--- src/rtl/wallace_divider_pkg.sv ---
// Shared types and constants for the sequential restoring divider.
package div_pkg;

   localparam int unsigned DEF_WIDTH = 32;
   localparam int unsigned CNT_W     = $clog2(DEF_WIDTH);

   typedef enum logic [1:0] {
      IDLE,
      CALC,
      FINISH
   } state_t;

   function automatic int unsigned cnt_width(input int unsigned w);
      return (w > 1) ? $clog2(w) : 1;
   endfunction

endpackage

--- src/rtl/wallace_divider_if.sv ---
// Start/operand/result bundle between a requester and the divider.
interface wallace_divider_if
   import div_pkg::*;
#(
   parameter int unsigned WIDTH = DEF_WIDTH
);
   logic                   start;
   logic [2*WIDTH-1:0]     dividend;
   logic [WIDTH-1:0]       divisor;
   logic                   busy;
   logic                   done;
   logic [WIDTH-1:0]       quotient;
   logic [WIDTH-1:0]       remainder;
   logic                   div_zero;
   logic                   overflow;

   modport master (
      output start, dividend, divisor,
      input  busy, done, quotient, remainder, div_zero, overflow
   );

   modport slave (
      input  start, dividend, divisor,
      output busy, done, quotient, remainder, div_zero, overflow
   );
endinterface

--- src/rtl/wallace_divider_step.sv ---
// One restoring-division iteration: shift in a dividend bit, trial-subtract the divisor.
module div_step
   import div_pkg::*;
#(
   parameter int unsigned WIDTH = DEF_WIDTH
) (
   input  logic [WIDTH:0]   r_in,
   input  logic             bit_in,
   input  logic [WIDTH-1:0] divisor,
   output logic [WIDTH:0]   r_out,
   output logic             q_bit
);
   logic [WIDTH+1:0] shifted;
   logic [WIDTH:0]   diff;

   always_comb begin
      shifted = {r_in, bit_in};
      q_bit   = (shifted >= {2'b00, divisor});
      // shifted < 2*divisor whenever q_bit is set, so the low WIDTH+1 bits hold the exact difference
      diff    = shifted[WIDTH:0] - {1'b0, divisor};
      r_out   = q_bit ? diff : shifted[WIDTH:0];
   end
endmodule

--- src/rtl/wallace_divider.sv ---
// Sequential restoring divider: 2W-bit dividend / W-bit divisor, one quotient bit per clock.
module wallace_divider
   import div_pkg::*;
#(
   parameter int unsigned WIDTH = DEF_WIDTH
) (
   input  logic               clk,
   input  logic               rst,
   wallace_divider_if.slave   bus
);
   localparam int unsigned CW = cnt_width(WIDTH);

   state_t           state_q, state_d;
   logic [CW-1:0]    cnt_q, cnt_d;
   logic [WIDTH:0]   r_q, r_d;
   logic [WIDTH-1:0] q_q, q_d;
   logic [WIDTH-1:0] dvs_q, dvs_d;
   logic             dz_q, dz_d, ov_q, ov_d;
   logic [WIDTH-1:0] quo_q, quo_d, rem_q, rem_d;
   logic             fdz_q, fdz_d, fov_q, fov_d;
   logic             done_q, done_d;
   logic [WIDTH:0]   step_r;
   logic             step_q;

   div_step #(.WIDTH(WIDTH)) u_step (
      .r_in    (r_q),
      .bit_in  (q_q[WIDTH-1]),
      .divisor (dvs_q),
      .r_out   (step_r),
      .q_bit   (step_q)
   );

   always_comb begin
      state_d = state_q;
      cnt_d   = cnt_q;
      r_d     = r_q;
      q_d     = q_q;
      dvs_d   = dvs_q;
      dz_d    = dz_q;
      ov_d    = ov_q;
      quo_d   = quo_q;
      rem_d   = rem_q;
      fdz_d   = fdz_q;
      fov_d   = fov_q;
      done_d  = (state_q == FINISH);

      // Visible results publish alongside done, and clear one edge after an accepted start,
      // so a back-to-back start in FINISH cannot wipe the results of the finishing operation.
      if (state_q == FINISH) begin
         quo_d = q_q;
         rem_d = r_q[WIDTH-1:0];
         fdz_d = dz_q;
         fov_d = ov_q;
      end else if (state_q == CALC && cnt_q == '0) begin
         quo_d = '0;
         rem_d = '0;
         fdz_d = 1'b0;
         fov_d = 1'b0;
      end

      case (state_q)
         IDLE, FINISH: begin
            if (bus.start) begin
               dvs_d = bus.divisor;
               cnt_d = '0;
               dz_d  = 1'b0;
               ov_d  = 1'b0;
               if (bus.divisor == '0) begin
                  dz_d    = 1'b1;
                  q_d     = '1;
                  r_d     = '0;
                  state_d = FINISH;
               end else if (bus.dividend[2*WIDTH-1:WIDTH] >= bus.divisor) begin
                  ov_d    = 1'b1;
                  q_d     = '1;
                  r_d     = '0;
                  state_d = FINISH;
               end else begin
                  r_d     = {1'b0, bus.dividend[2*WIDTH-1:WIDTH]};
                  q_d     = bus.dividend[WIDTH-1:0];
                  state_d = CALC;
               end
            end else if (state_q == FINISH) begin
               state_d = IDLE;
            end
         end
         CALC: begin
            r_d   = step_r;
            q_d   = {q_q[WIDTH-2:0], step_q};
            cnt_d = cnt_q + 1'b1;
            if (cnt_q == CW'(WIDTH - 1)) state_d = FINISH;
         end
         default: state_d = IDLE;
      endcase
   end

   always_ff @(posedge clk or posedge rst) begin
      if (rst) begin
         state_q <= IDLE;
         cnt_q   <= '0;
         r_q     <= '0;
         q_q     <= '0;
         dvs_q   <= '0;
         dz_q    <= 1'b0;
         ov_q    <= 1'b0;
         quo_q   <= '0;
         rem_q   <= '0;
         fdz_q   <= 1'b0;
         fov_q   <= 1'b0;
         done_q  <= 1'b0;
      end else begin
         state_q <= state_d;
         cnt_q   <= cnt_d;
         r_q     <= r_d;
         q_q     <= q_d;
         dvs_q   <= dvs_d;
         dz_q    <= dz_d;
         ov_q    <= ov_d;
         quo_q   <= quo_d;
         rem_q   <= rem_d;
         fdz_q   <= fdz_d;
         fov_q   <= fov_d;
         done_q  <= done_d;
      end
   end

   assign bus.busy      = (state_q == CALC);
   assign bus.done      = done_q;
   assign bus.quotient  = quo_q;
   assign bus.remainder = rem_q;
   assign bus.div_zero  = fdz_q;
   assign bus.overflow  = fov_q;
endmodule

--- src/flat_wrapper.sv ---
// flat-port wrapper written by rule: the top's interface ports become plain ports
module wallace_divider_flat import div_pkg::*;
#(
   parameter int unsigned WIDTH = DEF_WIDTH
)
  (clk, rst, bus_start, bus_dividend, bus_divisor, bus_busy, bus_done, bus_quotient, bus_remainder, bus_div_zero, bus_overflow);
  wallace_divider_if #(.WIDTH(WIDTH)) bus_i ();
  input  logic clk;
  input  logic rst;
  input wire logic [$bits(bus_i.start)-1:0] bus_start;
  input wire logic [$bits(bus_i.dividend)-1:0] bus_dividend;
  input wire logic [$bits(bus_i.divisor)-1:0] bus_divisor;
  output wire logic [$bits(bus_i.busy)-1:0] bus_busy;
  output wire logic [$bits(bus_i.done)-1:0] bus_done;
  output wire logic [$bits(bus_i.quotient)-1:0] bus_quotient;
  output wire logic [$bits(bus_i.remainder)-1:0] bus_remainder;
  output wire logic [$bits(bus_i.div_zero)-1:0] bus_div_zero;
  output wire logic [$bits(bus_i.overflow)-1:0] bus_overflow;
  assign bus_i.start = bus_start;
  assign bus_i.dividend = bus_dividend;
  assign bus_i.divisor = bus_divisor;
  assign bus_busy = bus_i.busy;
  assign bus_done = bus_i.done;
  assign bus_quotient = bus_i.quotient;
  assign bus_remainder = bus_i.remainder;
  assign bus_div_zero = bus_i.div_zero;
  assign bus_overflow = bus_i.overflow;
  wallace_divider #(.WIDTH(WIDTH)) u_core (.clk(clk), .rst(rst), .bus(bus_i));
endmodule
--- config.mk ---
export PLATFORM = sky130hd
export DESIGN_NAME = wallace_divider_flat
export DESIGN_NICKNAME = d
export VERILOG_FILES = /design/src/rtl/wallace_divider_pkg.sv /design/src/rtl/wallace_divider_if.sv /design/src/rtl/wallace_divider_step.sv /design/src/rtl/wallace_divider.sv /design/src/flat_wrapper.sv
export SDC_FILE = /design/constraint.sdc
export NUM_CORES = 1
export LEC_CHECK = 0
export BUFFER_PORTS_ARGS = -buffer_cell sky130_fd_sc_hd__buf_2
export CAP_MARGIN = 25
export CORE_MARGIN = 10
export CORE_UTILIZATION = 50
export CTS_CLUSTER_DIAMETER = 40
export DETAILED_ROUTE_END_ITERATION = 10
export GPL_ROUTABILITY_DRIVEN = 1
export GPL_TIMING_DRIVEN = 0
export MAX_ROUTING_LAYER = met4
export PLACE_DENSITY = 0.72
export SYNTH_ARGS = -nofsm -noshare
export SYNTH_HDL_FRONTEND = slang
export SYNTH_SLANG_ARGS = --single-unit
export TNS_END_PERCENT = 50
--- constraint.sdc ---
create_clock -name clk -period 11.6 [get_ports clk]
set_clock_uncertainty 0.15 [all_clocks]
set_input_delay 0.58 -clock clk [delete_from_list [all_inputs] [get_ports clk]]
set_output_delay 0.58 -clock clk [all_outputs]
set_load 0.03 [all_outputs]
; Yosys cells after proc, flatten, opt, wreduce, memory -nomap -nowiden
; Cells that the tools add are included.
[word_totals]
latchBits = 0
ram_bits = 0
output_inout_bits = 68
mem_count = 0
elab_cells = 58
reg_bits = 173
rom_bits = 0
input_bits = 99
[classes]
n_shift = 0
n_addsub = 2
n_lt_le_gt_ge = 2
div = 0
muxes = 26
n_eq_ne = 6
bitwise_logic = 0
n_reduce_logical = 10
n_mul = 0
[op_table]
columns = operator, n
row1 = $mux W32, 7
row2 = $mux W33, 3
row3 = $pmux W33 S2, 1
row4 = $pmux W32 S2, 1
row5 = $ge A34 B32 Y1, 1
row6 = $sub A33 B32 Y33, 1
row7 = $ge A32 B32 Y1, 1
row8 = $logic_not A32 Y1, 1
row9 = $mux W2, 5
row10 = $pmux W5 S2, 1
row11 = $mux W1, 6
row12 = $reduce_and A2 Y1, 3
row13 = $add A5 B1 Y5 const B, 1
row14 = $eq A5 B5 Y1 const B, 1
row15 = $logic_not A5 Y1, 1
row16 = $mux W5, 1
row17 = $pmux W2 S2, 1
row18 = $reduce_bool A2 Y1, 2
row19 = $ne A3 B2 Y1 const B, 1
row20 = $eq A2 B1 Y1 const B, 1
row21 = $eq A2 B2 Y1 const B, 1
row22 = $logic_not A2 Y1, 1
row23 = $ne A2 B1 Y1 const B, 1
row24 = $ne A2 B2 Y1 const B, 1
row25 = other kinds (2), 2

; Longest topological paths before layout
[logic_depth]
depth_word = 5
mapped_depth = 15
mapped_depth_nobuf = 12

; Cells and area by module
; From an unflattened synthesis, not the netlist that was laid out.
[unflattened]
hier_cells = 1064
area_unflattened_um2 = 10458.8
[modules_own_cells]
columns = mod, instances, seq_area_each_um2, cells_each, area_per_inst_um2
row1 = wallace_divider, 1, 4329.2, 718, 8267.9
row2 = div_step, 1, 0.0, 346, 2190.9

; Worst setup path before layout
; OpenSTA, ideal clock, no wires.
[synth_path]
kind = register -> register
from = reg u_core.q_q[31]
to = reg u_core.r_q[25]
path_slack_ns = 8.604
setup_ns = 0.126
path_buffers = 2
required_ns = 11.324
arrival_ns = 2.720
stages_incl_launch_ff = 14
period_less_slack_ns = 2.996
path_cell_list = dfrtp_1 -> inv_1 -> ha_1 -> inv_1 -> fa_1 -> a21o_1 -> a221o_2 -> a211oi_2 -> or2_1 -> buf_6 -> o211a_4 -> buf_6 -> nor2_2 -> a221o_1
[synth_via]
elab_chain_cells = 3
word_cells_on_any_way = 4
cone_classes = add/sub: 1 / order compare: 1 / mux: 2
[synth_rtl]
columns = element, line
row1 = start: declaration, wallace_divider.sv:16  ; logic [WIDTH-1:0] q_q, q_d;
row2 = start signal: assignment, wallace_divider.sv:115  ; q_q <= q_d;
row3 = $sub A33 B32 Y33 or $ge A34 B32 Y1 (tied branches), "wallace_divider_step.sv:20, wallace_divider_step.sv:18"
row4 = $mux W33 *, wallace_divider_step.sv:21  ; r_out = q_bit ? diff : shifted[WIDTH:0];
row5 = $pmux W33 S2 *, wallace_divider.sv:61  ; case (state_q)
row6 = end signal: assignment, wallace_divider.sv:114  ; r_q <= r_d;
row7 = end: declaration, wallace_divider.sv:15  ; logic [WIDTH:0] r_q, r_d;
; Every way passes the cells marked *; elsewhere a longest branch is shown, timed or not.
; A chain may end at the register's enable or synchronous reset.

; Worst setup path after layout
[layout_path]
from = in bus_divisor[17]
to = reg u_core.r_q[4]
[layout_via]
elab_chain_cells = 5
word_cells_on_any_way = 6
cone_classes = order compare: 1 / mux: 4 / reduce/logical: 1
[layout_rtl]
columns = element, line
row1 = start: declaration, flat_wrapper.sv:12  ; input wire logic [$bits(bus_i.divisor)-1:0] bus_divisor;
row2 = $ge A32 B32 Y1, wallace_divider.sv:73  ; end else if (bus.dividend[2*WIDTH-1:WIDTH] >= bus.divisor) begin
row3 = $mux W32, wallace_divider.sv:73
row4 = $mux W33 *, wallace_divider.sv:68  ; if (bus.divisor == '0) begin
row5 = $mux W33 *, wallace_divider.sv:63  ; if (bus.start) begin
row6 = $pmux W33 S2 *, wallace_divider.sv:61
; Every way passes the cells marked *; elsewhere a longest branch is shown, timed or not. The select of a mux whose other input is x is not followed.

==> results.yml <==
run_status:
  status: "finished clean"
worst_setup_path:
  cp-startpoint: "bus_divisor[17]"
  slowest_delay_ps: 590
  cp_max_fo: 10
  crit_chain: "buf_2, inv_1, ha_1, a21o_1, a211oi_1, o311ai_1, o221ai_1, and2_0, clkbuf_1, nand3_1, a31oi_1"
  arrival_ps: 3980
  crit_type: "in2reg"
  start_kind: "primary input"
  slowest_stage: "o221ai_1"
  worstReg2RegStart: "u_core.q_q[31]"
  worstSetupEndpointType: "flip-flop"
  cp.required_ps: 11790
yosys:
  syn_avg_cell_area_um2: 9.11
  synthXorXnorAreaFrac: 0.0219
  synth_flop_cell: "dfrtp_1"
  muxShareOfSynthArea: 0.00313
  synth-edff-count: 0
  ys_types: 70
  seq_area_frac_synth: 0.433
  ys_seq_elements: 173
  synthAdderAreaFrac: 0.0859
  ys_warn_count: 0
  postSynthCellCount: 1097
  syn_nets: 1264
  synth.cell_area_mm2: 0.00999
  synth_top_area_frac: 0.433
  yosys.area.top_type: "dfrtp_1"
  synthTopCellsByArea: "dfrtp_1 43%, ha_1 8.4%, a22o_1 6.1%"
  synth-compound-area-share: 0.238
  synth_top_family_by_area: "compound AO/OA/AOI/OAI gates"
  async_reset_ff_frac: 1.00
  synth-simple-area-share: 0.159
clocking:
  cts_root_buffer: "clkbuf_16"
  path_clk_slew_ps: 70
  hold_buffers: 0
  cts_made_buffers: 17
  cts_setup_buffers: 0
  cts_tree: "built"
  clk_latency_ps: 430
  post_cts_resized: 0
  clock-sinks: 173
  cts_buffer_depth: 2
  h-tree-depth: 4
timing:
  grt_setup_unrepaired: "false"
  setup-violations-final: 0
  tightest_slew_ps: 762
  maxSlewHeadroom: 0.492
  finalMaxSlewViolations: 0
  timing.final.crit_share: 0.327
  setup_ws_ps: 7800
  final_hold_viol_count: 0
  fin_setup_tns_ps: 0
  period_needed_ps: 3800
  max_freq_mhz: 263
job:
  maxCapViolCount: 0
floorplanning:
  start_util: 0.510
  rows: 51
  design.die.area_mm2: 0.0260
  dieHeight_um: 161
  core_area_mm2: 0.0196
  ioPinCount: 167
  die_x_um: 161
power_and_ir_drop:
  ir_drop_uv: 167
  p_per_area_mw_per_mm2: 359
  p_leak_nw: 5.74
route:
  drt_iter0_drc: 861
  drtPass1Iterations: 5
  num_vias: 9295
  wl_per_cell_um: 21.2
  wl_mm: 33.2
  remaining_drc_errors: 0
  viasPerCell: 5.95
  final_antenna_net_count: 0
grt:
  grt_pass1_wl_mm: 52.5
  grt_usage: 0.260
  grt_max_degree: 93
  overflow: 0
  antenna_found_initial: 1
  grt_pass1_vias: 9380
cells_and_area:
  drive_gt1_frac: 0.177
  area_delta_synth_final_pct: 18.1
  final_common_cell: "buf_2"
  final_nets: 1450
  fillers: 1797
  mostFrequentLayoutCells: "175 x buf_2, 173 x dfrtp_1, 136 x nand2_1, 75 x nor2_1, 73 x inv_1"
  postLayoutCellArea_mm2: 0.0118
placement:
  dp_worst_setup_slack_ps: 7430
  io_buffers: 166
  dpl.hpwl_mm: 25.1
  place_area_mm2: 0.0112
  place_congestion: 0.942
worst_hold_path:
  hold_path.class: "in2async"
[cells in the mapped netlist (3+ instances only)]
cell type	number
o31ai_1	36
a2bb2oi_1	3
and3_1	7
inv_1	74
dfrtp_1	173
o21ai_0	64
nand2_1	136
a21o_1	11
nor4_1	10
a21boi_0	3
nand2b_1	8
a211oi_2	3
and2_1	5
nand3_1	25
a31oi_1	19
buf_6	4
a211oi_1	12
nor2b_1	7
o21ai_1	4
nor2_1	75
ha_1	67
or3_1	3
o22ai_1	3
a22oi_1	3
o211ai_1	4
buf_2	9
a22o_1	70
nand3b_1	3
o221ai_1	4
clkbuf_1	49
xor2_1	13
a21oi_1	59
a221oi_1	7
o21a_1	4
nor3_1	42
nand4_1	17
o21bai_1	3
xnor2_1	12
buf_1	6
[report_power, final]
group          leakage [nW]  internal (mW)  switching, mW
clock                 0.297          0.298          0.291
combinational          3.23          0.931           1.61
sequential             2.21          0.894          0.212
total                  5.74           2.12           2.11
[kinds of logic (layout without fill, tap and decap cells)]
family,after synthesis,count (layout)
buffers and inverters,143,342
AO/OA/AOI/OAI,336,336
adder cells (fa/ha/maj),68,68
flip-flops,173,173
other,0,1
multiplexers,3,3
XOR/XNOR,25,25
AND/OR/NAND/NOR,349,349
[critical path: cells and delay by family]
kind / cells / cell delay (ps)
AO/OA/AOI/OAI: 5 / 1700
buffers and inverters: 3 / 700
AND/OR/NAND/NOR: 2 / 680
adder cells (fa/ha/maj): 1 / 300
[layout make-up]
class / count / area (um^2) / share of cell area
Antenna cell: 1 / 2.50 / 0.000212
Buffer: 69 / 304 / 0.0258
Clock buffer: 18 / 439 / 0.0372
Clock inverter: 14 / 170 / 0.0144
Inverter: 74 / 285 / 0.0242
Multi-Input combinational cell: 781 / 5080 / 0.430
Sequential cell: 173 / 4330 / 0.367
Tap cell: 265 / 332 / 0.0281
Timing Repair Buffer: 167 / 858 / 0.0727
[final timing paths]
kind	endpoint	depth (start not counted)	slack (ps)
min	u_core.bus.quotient[22]	2	70
min in group clk	u_core.dvs_q[4]	3	230
min reg2reg	u_core.dz_q	2	340
max in group asynchronous	u_core.dvs_q[10]	3	10350
max	u_core.r_q[4]	11	7800
max reg2reg	u_core.r_q[32]	12	8130
[sequential cells by signal, summed over array words and instances, names as in the netlist, 2 cells and up]
register              flops
u_core.r_q               33
u_core.bus.quotient      32
u_core.bus.remainder     32
u_core.dvs_q             32
u_core.q_q               32
u_core.cnt_q              5
u_core.state_q            2
[per-stage QoR]
step | util | total power, mW | instances | hold slack, ps
floorplan | - | 2.90 | 1097 | 296
global placement | 0.569 | 3.57 | 1528 | 313
detailed placement | 0.571 | 3.61 | 1529 | 318
CTS | 0.602 | 4.21 | 1561 | 96.8
global route | 0.602 | 4.55 | 1562 | 119
finish | 0.602 | 4.23 | 1562 | 74.4
[per-layer routing]
layer,vias to the layer above,track usage,part of all wire
li1,4356,-,-
met1,4550,0.348,0.45
met2,362,0.403,0.47
met3,27,0.0468,0.070
met4,0,0.0600,0.015
met5,-,-,0
Power figures use the tool's default switching activity.
